### src/rtl/mips_pkg.sv
// Shared MIPS datapath definitions used by the multiply/divide unit.
// Holds op encodings, the MDU state type and the iteration count.
package mips_pkg;

    typedef enum logic [1:0] {
        MDU_MULT  = 2'b00,
        MDU_MULTU = 2'b01,
        MDU_DIV   = 2'b10,
        MDU_DIVU  = 2'b11
    } mdu_op_t;

    typedef enum logic [1:0] {
        IDLE = 2'b00,
        RUN  = 2'b01,
        FIX  = 2'b10
    } mdu_state_t;

    localparam int MDU_ITER = 32;

    function automatic logic mdu_op_signed(input mdu_op_t op);
        return (op == MDU_MULT) || (op == MDU_DIV);
    endfunction

    function automatic logic mdu_op_div(input mdu_op_t op);
        return (op == MDU_DIV) || (op == MDU_DIVU);
    endfunction

endpackage

### src/rtl/mdu_step.sv
// One iteration of the multiply/divide datapath, purely combinational.
// Multiply: shift-add on {upper, multiplier}. Divide: restoring step on {rem, dividend/quotient}.
module mdu_step #(
    parameter int WIDTH = 32
) (
    input  logic [2*WIDTH-1:0] acc_i,
    input  logic [WIDTH-1:0]   operand_i,
    input  logic               is_div_i,
    output logic [2*WIDTH-1:0] acc_o
);

    logic [WIDTH:0]   add_sum;
    logic [WIDTH:0]   shifted;
    logic [WIDTH+1:0] diff;

    // NOTE: every output gets a value on every path, so no latch is inferred.
    always_comb begin
        add_sum = {1'b0, acc_i[2*WIDTH-1:WIDTH]} + (acc_i[0] ? {1'b0, operand_i} : '0);
        shifted = {acc_i[2*WIDTH-1:WIDTH], acc_i[WIDTH-1]};
        diff    = {1'b0, shifted} - {2'b00, operand_i};

        if (is_div_i) begin
            // A non-negative difference means the divisor fits: keep it and shift in a 1.
            if (!diff[WIDTH+1]) begin
                acc_o = {diff[WIDTH-1:0], acc_i[WIDTH-2:0], 1'b1};
            end else begin
                acc_o = {shifted[WIDTH-1:0], acc_i[WIDTH-2:0], 1'b0};
            end
        end else begin
            acc_o = {add_sum, acc_i[WIDTH-1:1]};
        end
    end

endmodule

### src/rtl/mul_div_unit.sv
// Iterative 32-bit multiply/divide unit with HI/LO registers.
// Sign-magnitude: magnitudes iterate for 32 cycles, signs are applied in FIX.
module mul_div_unit
    import mips_pkg::*;
#(
    parameter int WIDTH = 32
) (
    input  logic             clk,
    input  logic             rst,
    input  logic             start,
    input  logic [1:0]       op,
    input  logic [WIDTH-1:0] a,
    input  logic [WIDTH-1:0] b,
    input  logic             mthi,
    input  logic             mtlo,
    output logic             busy,
    output logic             done,
    output logic [WIDTH-1:0] hi,
    output logic [WIDTH-1:0] lo
);

    mdu_state_t         state_q, state_d;
    logic [5:0]         cnt_q, cnt_d;
    logic [2*WIDTH-1:0] acc_q, acc_d;
    logic [WIDTH-1:0]   opnd_q, opnd_d;
    logic               is_div_q, is_div_d;
    logic               neg_res_q, neg_res_d;
    logic               neg_rem_q, neg_rem_d;
    logic               div_zero_q, div_zero_d;
    logic               busy_q, busy_d;
    logic               done_q, done_d;
    logic [WIDTH-1:0]   hi_q, hi_d;
    logic [WIDTH-1:0]   lo_q, lo_d;

    mdu_op_t            op_in;
    logic               a_neg, b_neg;
    logic [WIDTH-1:0]   a_mag, b_mag;
    logic [2*WIDTH-1:0] acc_step;
    logic [2*WIDTH-1:0] prod_fix;
    logic [WIDTH-1:0]   quo_fix, rem_fix;

    assign op_in = mdu_op_t'(op);
    assign a_neg = mdu_op_signed(op_in) && a[WIDTH-1];
    assign b_neg = mdu_op_signed(op_in) && b[WIDTH-1];
    assign a_mag = a_neg ? -a : a;
    assign b_mag = b_neg ? -b : b;

    mdu_step #(.WIDTH(WIDTH)) u_step (
        .acc_i     (acc_q),
        .operand_i (opnd_q),
        .is_div_i  (is_div_q),
        .acc_o     (acc_step)
    );

    assign prod_fix = neg_res_q ? -acc_q : acc_q;
    assign quo_fix  = neg_res_q ? -acc_q[WIDTH-1:0] : acc_q[WIDTH-1:0];
    assign rem_fix  = neg_rem_q ? -acc_q[2*WIDTH-1:WIDTH] : acc_q[2*WIDTH-1:WIDTH];

    always_comb begin
        state_d    = state_q;
        cnt_d      = cnt_q;
        acc_d      = acc_q;
        opnd_d     = opnd_q;
        is_div_d   = is_div_q;
        neg_res_d  = neg_res_q;
        neg_rem_d  = neg_rem_q;
        div_zero_d = div_zero_q;
        hi_d       = hi_q;
        lo_d       = lo_q;
        done_d     = 1'b0;

        case (state_q)
            IDLE: begin
                if (start) begin
                    // start wins over a simultaneous move; the move is dropped.
                    is_div_d   = mdu_op_div(op_in);
                    neg_res_d  = a_neg ^ b_neg;
                    neg_rem_d  = a_neg;
                    div_zero_d = (b == '0);
                    cnt_d      = '0;
                    if (mdu_op_div(op_in)) begin
                        acc_d  = {{WIDTH{1'b0}}, a_mag};
                        opnd_d = b_mag;
                    end else begin
                        acc_d  = {{WIDTH{1'b0}}, b_mag};
                        opnd_d = a_mag;
                    end
                    state_d = RUN;
                end else begin
                    if (mthi) hi_d = a;
                    if (mtlo) lo_d = a;
                end
            end
            RUN: begin
                acc_d = acc_step;
                cnt_d = cnt_q + 6'd1;
                if (cnt_q == 6'(MDU_ITER - 1)) state_d = FIX;
            end
            FIX: begin
                if (is_div_q) begin
                    // Divide by zero yields an all-ones quotient regardless of signs.
                    hi_d = rem_fix;
                    lo_d = div_zero_q ? '1 : quo_fix;
                end else begin
                    hi_d = prod_fix[2*WIDTH-1:WIDTH];
                    lo_d = prod_fix[WIDTH-1:0];
                end
                done_d  = 1'b1;
                state_d = IDLE;
            end
            default: state_d = IDLE;
        endcase

        busy_d = (state_d != IDLE);
    end

    // NOTE: sequential state uses non-blocking assignments so all flops update together.
    always_ff @(posedge clk or negedge rst) begin
        if (!rst) begin
            state_q    <= IDLE;
            cnt_q      <= '0;
            acc_q      <= '0;
            opnd_q     <= '0;
            is_div_q   <= 1'b0;
            neg_res_q  <= 1'b0;
            neg_rem_q  <= 1'b0;
            div_zero_q <= 1'b0;
            busy_q     <= 1'b0;
            done_q     <= 1'b0;
            hi_q       <= '0;
            lo_q       <= '0;
        end else begin
            state_q    <= state_d;
            cnt_q      <= cnt_d;
            acc_q      <= acc_d;
            opnd_q     <= opnd_d;
            is_div_q   <= is_div_d;
            neg_res_q  <= neg_res_d;
            neg_rem_q  <= neg_rem_d;
            div_zero_q <= div_zero_d;
            busy_q     <= busy_d;
            done_q     <= done_d;
            hi_q       <= hi_d;
            lo_q       <= lo_d;
        end
    end

    assign busy = busy_q;
    assign done = done_q;
    assign hi   = hi_q;
    assign lo   = lo_q;

endmodule

### config.mk
export PLATFORM = sky130hd
export DESIGN_NAME = mul_div_unit
export DESIGN_NICKNAME = d
export VERILOG_FILES = /design/src/rtl/mips_pkg.sv /design/src/rtl/mdu_step.sv /design/src/rtl/mul_div_unit.sv
export SDC_FILE = /design/constraint.sdc
export NUM_CORES = 1
export LEC_CHECK = 0
export CORE_MARGIN = 2
export CORE_UTILIZATION = 45
export CTS_CLUSTER_SIZE = 20
export DETAILED_ROUTE_END_ITERATION = 8
export GPL_TIMING_DRIVEN = 0
export PLACE_DENSITY_LB_ADDON = 0.25
export SLEW_MARGIN = 20
export SYNTH_ARGS = -nofsm -noshare
export SYNTH_HDL_FRONTEND = slang
export SYNTH_SLANG_ARGS = --single-unit
export TNS_END_PERCENT = 50
### constraint.sdc
create_clock -name clk -period 8.2 [get_ports clk]
set_input_delay 0.82 -clock clk [delete_from_list [all_inputs] [get_ports clk]]
set_output_delay 0.82 -clock clk [all_outputs]
set_load 0.02 [all_outputs]
==> results of run 1 <==
## sequential cells by signal, summed over array words and instances, names as in the netlist
register and cells:
acc_q 64, hi 32, lo 32, opnd_q 32
cnt_q 6, state_q 2, busy 1, div_zero_q 1
done 1, is_div_q 1, neg_rem_q 1, neg_res_q 1
## worst reg2reg max path, delay by kind of cell (launching register included)
kind            cells  cell delay, ns
xor+xnor            1            0.21
buf+inv             2            0.74
simple gates        4            0.78
compound gates      6            1.80
flops               1            0.54
fa+ha+maj           1            0.43
## cells in the mapped netlist, drive strengths merged, types with 31 or more instances
library cell and number:
a21o 31, a21oi 149, clkbuf 105, dfrtp 174, ha 69, inv 64
mux2i 50, nand2 223, nand3 36, nor2 180, nor3 43, o21ai 227
o22ai 32, xnor2 111, xor2 56
## metal layers
layer	global-route usage	wire [µm]	part of all wire
met2	0.525	25500	0.43
met4	0.154	2810	0.047
met3	0.0657	5730	0.097
met5	0	0	0
met1	0.460	25200	0.43
## cell type report
| class | count | area share |
|---|---|---|
| Buffer | 120 | 0.0266 |
| Multi-Input combinational cell | 1562 | 0.565 |
| Inverter | 64 | 0.0138 |
| Sequential cell | 174 | 0.250 |
| Clock inverter | 15 | 0.00969 |
| Tap cell | 442 | 0.0317 |
| Timing Repair Buffer | 135 | 0.0788 |
| Clock buffer | 17 | 0.0244 |
## logic make-up (layout without fill, tap and decap cells)
logic type	Yosys count	in the layout	share of synthesized area
and+or+nand+nor	622	622	0.194
buffers and inverters	184	351	0.0473
xor gates and xnor gates	167	167	0.0981
muxes	59	59	0.0404
DFF	174	174	0.292
adders and majority gates	71	71	0.0606
AOI/OAI and AO/OA	643	643	0.267
## power by group through the flow
stage          combinational, W  sequential [W]  clock [W]
4_1_cts                 0.00521         0.00175   0.000857
6_report                0.00533         0.00178   0.000859
3_5_place_dp            0.00518         0.00177          0
2_1_floorplan           0.00353         0.00175          0
3_3_place_gp            0.00511         0.00176          0
5_1_grt                 0.00581         0.00182   0.000893
## stage by stage
step           std cells  utilization  total power (W)  setup slack, ns
3_3_place_gp        2496        0.515          0.00687            -1.27
5_1_grt             2529        0.534          0.00852             3.40
2_1_floorplan       1920            -          0.00527             5.04
6_report            2529        0.534          0.00797             3.56
3_5_place_dp        2497        0.516          0.00695             3.82
4_1_cts             2529        0.534          0.00782             3.80
## how the worst max path moves through the flow
stage                          from               endpoint  slack (ns)  cells past startpoint
2_1_floorplan  acc_q[0]$_DFFE_PN0P_  acc_q[56]$_DFFE_PN0P_        5.04                     14
3_3_place_gp                    rst  opnd_q[3]$_DFFE_PN0P_       -1.27                      1
3_5_place_dp   acc_q[0]$_DFFE_PN0P_  acc_q[57]$_DFFE_PN0P_        3.82                     14
4_1_cts        acc_q[0]$_DFFE_PN0P_  acc_q[57]$_DFFE_PN0P_        3.80                     14
5_1_grt        acc_q[0]$_DFFE_PN0P_  acc_q[57]$_DFFE_PN0P_        3.40                     14
6_report       acc_q[0]$_DFFE_PN0P_  acc_q[57]$_DFFE_PN0P_        3.56                     14
==> out/metrics.cfg, run 1 <==
[status]
outcome=completed

[global_route]
grt_pass1_wl_um=87800
grt_pass1_vias=14700
grtUsageTotal=0.340
overflow=0
grt_max_degree=96
antenna_found_initial=0

[routing]
ant_nets=0
vias=15800
wl_um=59300
via_per_inst=6.25
drt-initial-drc-count=1787
wire_per_inst_um=23.4
first_pass_iters=5
drc=0

[setup_path]
endpoint_kind=register
r2r_slack_ns=3.56
cp_top_family=compound AO/OA/AOI/OAI gates
r2r_end=acc_q[57]$_DFFE_PN0P_
cp_num_buf_inv=2
path_common_cell=o21ai_0
critPathKind=register to register
cp_cell_sequence=inv_1, clkbuf_1, nor2_1, ha_1, and4_1, o2111a_1, o21ai_0, nand3_1, nand4_1, a311oi_1, a31oi_1, xnor2_1, a22oi_1, o21ai_0
reg2reg_from=acc_q[0]$_DFFE_PN0P_
cp_slowest_cell=a311oi_1
rr_worst_depth=14
startpoint_type=register
max_stage_delay_ns=0.87
cp_data_arrival_time_ns=4.95
critPathMaxFanout=10
crit_required_ns=8.51

[clocking]
clkTransAtPathRegs_ns=0.08
cts_tree=done
cts-buffers-inserted=17
clkLatencyLatePin_ns=0.46
cts.sinks=174
cts-root-buf=clkbuf_16
ctsHoldBuffers=0
h-tree-depth=4
clockBufferDepth=2
cts_resized=0
cts_setup_buffers=0

[logic_synthesis]
syn_avg_cell_area_um2=7.76
synth-seq-cells=174
yosysTopAreaCell=dfrtp_1
synth.cell_area_um2=14900
ys_seq_area_frac=0.292
yosysTopAreaCellShare=0.292
synth_edf_count=0
syn_nets=2062
synth_flop_cell=dfrtp_1
synthArstFlopShare=1.00
synthCells=1920
synth.distinct_cells=82
yosysWarningCount=0
synth_area_leaders=dfrtp_1 (29%), o21ai_0 (7.2%), xnor2_1 (6.5%), ha_1 (5.8%), nand2_1 (5.6%)

[final_layout]
multi_input_area_um2=9850
syn_to_final_growth_pct=16.9
drive_above_1_share=0.0393
layout.nets=2216
final_common_cell=nand2_1
final_cell_mix=nand2_1 (222), o21ai_0 (215), nor2_1 (178), dfrtp_1 (174), a21oi_1 (148)
final_area_um2=17400
diodes=0
fillers=3107
regArea_um2=4350

[sta]
finalHoldWorstSlack_ns=0.352
rsz0062_at_grt=false
worstMarginPinSlew_ns=1.06
period_share=0.566
hold_viol_final=0
clock_skew_ns=0.0182
slew_viol_final=0
max_freq_mhz=216
relSlewSlack=0.291
finalSetupViolCount=0
tns_ns=0
fin_crit_ns=4.64

[die]
rows=66
io_pins=137
core_um2=32600
die-area_um2=34600
die_w_um=186
die_y_um=186
start_util=0.457

[place]
gp_congestion=1.01
port_buffers=134
placed_area_um2=16800
hpwl_um=46700

[pwr]
p_sw_frac=0.526
power_density_nw_per_um2=457
switching_power_w=0.00419
leakage_nw=7.12
p_int_w=0.00378
p_clk_frac=0.108
seqPwrFrac=0.224
pwr-share-comb=0.668
max-vdd-ir-drop_mv=0.179

[job]
cap_violations=0

[hold_path]
hp-class=input port to asynchronous set/reset pin

Note: power is estimated with default switching activity, not from simulation.
==> inputs of run 2 (changes only) <==
==> constraint.sdc (replaced) <==
create_clock -name clk -period 4 [get_ports clk]
set_input_delay 0.4 -clock clk [delete_from_list [all_inputs] [get_ports clk]]
set_output_delay 0.4 -clock clk [all_outputs]
set_load 0.02 [all_outputs]
==> run 2 against run 1 <==
Sequential power rose by 110%. Maximum frequency rose by 20%. Largest cell class unchanged. Largest power group unchanged. Design area rose by 0.38%. Global-route usage barely moved. Via count barely moved. Clock power rose by 100%.
==> out/metrics.cfg, run 2 (synthesis gave the netlist of run 1 again) <==
[place]
gp_congestion=1.01  ; unchanged
port_buffers=134  ; unchanged
hpwl_um=46700  ; unchanged
dp.cells=2497  ; unchanged

[sta]
relSlewSlack=0.320  ; was 0.291
clock_skew_ns=0.0165  ; was 0.0182 ns
max_freq_mhz=258  ; was 216 MHz
hold_viol_final=0  ; unchanged
period_share=0.968  ; was 0.566
finalSetupViolCount=0  ; unchanged
slew_viol_final=0  ; unchanged
rsz0062_at_grt=false  ; unchanged
worstMarginPinSlew_ns=1.02  ; was 1.06 ns
fin_crit_ns=3.87  ; was 4.64 ns
tns_ns=0  ; unchanged

[hold_path]
hp-class=input port to register  ; was input port to asynchronous set/reset pin

[clocking]
cts.sinks=174  ; unchanged
cts_tree=done  ; unchanged
h-tree-depth=4  ; unchanged
cts_setup_buffers=0  ; unchanged
clkTransAtPathRegs_ns=0.08  ; about the same
clkLatencyLatePin_ns=0.46  ; about the same
cts-buffers-inserted=17  ; unchanged
clockBufferDepth=2  ; unchanged
cts-root-buf=clkbuf_16  ; unchanged

[die]
core_um2=32600  ; unchanged
rows=66  ; unchanged
die-area_um2=34600  ; unchanged
io_pins=137  ; unchanged
die_w_um=186  ; unchanged
start_util=0.457  ; unchanged
die_y_um=186  ; unchanged

[routing]
drc=0  ; unchanged
vias=15800  ; about the same
first_pass_iters=6  ; was 5
wl_um=59100  ; was 59,300 µm
drt-initial-drc-count=1689  ; was 1,787
via_per_inst=6.24  ; was 6.25
ant_nets=0  ; unchanged
wire_per_inst_um=23.3  ; was 23.4 µm

[setup_path]
r2r_slack_ns=0.13  ; was 3.56 ns
crit_required_ns=4.32  ; was 8.51 ns
critPathKind=register to register  ; unchanged
cp_data_arrival_time_ns=4.19  ; was 4.95 ns
endpoint_kind=register  ; unchanged
critPathMaxFanout=10  ; unchanged
startpoint_type=register  ; unchanged

[pwr]
max-vdd-ir-drop_mv=0.366  ; was 0.179 mV
power_density_nw_per_um2=937  ; was 457 nW/µm²
leakage_nw=7.14  ; was 7.12 nW

[global_route]
grt_pass1_vias=14700  ; about the same
grt_pass1_wl_um=87800  ; about the same
grt_max_degree=96  ; unchanged
overflow=0  ; unchanged
antenna_found_initial=0  ; unchanged
grtUsageTotal=0.340  ; about the same

[final_layout]
largest_register_ff_count=64  ; unchanged
final_cell_mix=nand2_1 (222), o21ai_0 (215), nor2_1 (178), dfrtp_1 (173), a21oi_1 (147)  ; was nand2_1 (222), o21ai_0 (215), nor2_1 (178), dfrtp_1 (174), a21oi_1 (148)
syn_to_final_growth_pct=17.4  ; was 16.9%
final_common_cell=nand2_1  ; unchanged
fin_cells=2530  ; was 2,529
drive_above_1_share=0.0441  ; was 0.0393
fillers=3096  ; was 3,107
registers.top_by_ff_count=acc_q  ; unchanged
fin_util=0.536  ; was 0.534
layout.nets=2217  ; was 2,216
diodes=0  ; unchanged

[status]
outcome=completed  ; unchanged

[job]
cap_violations=0  ; unchanged

-- run 2: changes by cell type in the layout (fill, tap and decap cells not counted), sizes merged --
cell,previous run,this run
clkbuf,122,124
buf,17,15
dlygate4sd3,0,1
-- run 2: final cells by class --
class                   instances  area, µm²  area share
well taps                     442        553      0.0316
inverters                      64        240      0.0137
clock inverters                15        169     0.00965
plain buffers                 120        472      0.0270
repair buffers                136       1380      0.0791
multi-input cells            1562       9900       0.566
flip-flops and latches        174       4360       0.249
clock buffers                  17        425      0.0243
-- run 2: repair_timing --
item                                    CTS  global route
endpoints found under the setup margin   10            22
hold buffers                              1             0
endpoints found under the hold margin    79             0
resized for setup                         5            10
-- run 2: power breakdown --
| group | internal, W | switching [W] |
|---|---|---|
| registers | 0.00259 | 0.00106 |
| logic | 0.00435 | 0.00663 |
| clock network | 0.000846 | 0.000913 |
-- run 2: metrics by stage --
stage          power (W)  setup WS [ns]  hold slack, ns  instance area, µm²
4_1_cts           0.0161         0.0436           0.442               17500
5_1_grt           0.0175       0.000632           0.477               17500
6_report          0.0164          0.128           0.462               17500
3_3_place_gp      0.0141          -5.05           0.462               16800
2_1_floorplan     0.0108          0.840           0.104               14900
3_5_place_dp      0.0142         -0.379           0.440               16800
-- run 2: layer usage --
layer  up-vias  GRT usage  wire [µm]
met5         -          0          0
met4         0      0.154       2700
met3       164     0.0638       6050
met2       953      0.525      25700
met1      7453      0.461      24600
li1       7217          -          -
-- run 2: worst paths after layout --
check | from | end | depth (start not counted)
setup / recovery | acc_q[0]$_DFFE_PN0P_ | acc_q[57]$_DFFE_PN0P_ | 14
hold / removal | a[7] | hi[7]$_DFFE_PN0P_ | 3
setup reg to reg | acc_q[0]$_DFFE_PN0P_ | acc_q[57]$_DFFE_PN0P_ | 14
hold reg to reg | lo[1]$_DFFE_PN0P_ | lo[1]$_DFFE_PN0P_ | 2
max in group asynchronous | rst | acc_q[49]$_DFFE_PN0P_ | 3
min in group asynchronous | rst | hi[16]$_DFFE_PN0P_ | 2
-- run 2: worst max-delay path, stage by stage, from the launching register on --
cell	delay [ns]
dfrtp_1	0.53
inv_2	0.24
clkbuf_2	0.25
nor2_1	0.08
ha_1	0.41
and4_1	0.27
o2111a_1	0.26
o21ai_0	0.11
nand3_1	0.19
nand4_1	0.24
a311oi_4	0.45
a31oi_1	0.21
xnor2_1	0.18
a22oi_1	0.16
o21ai_0	0.11
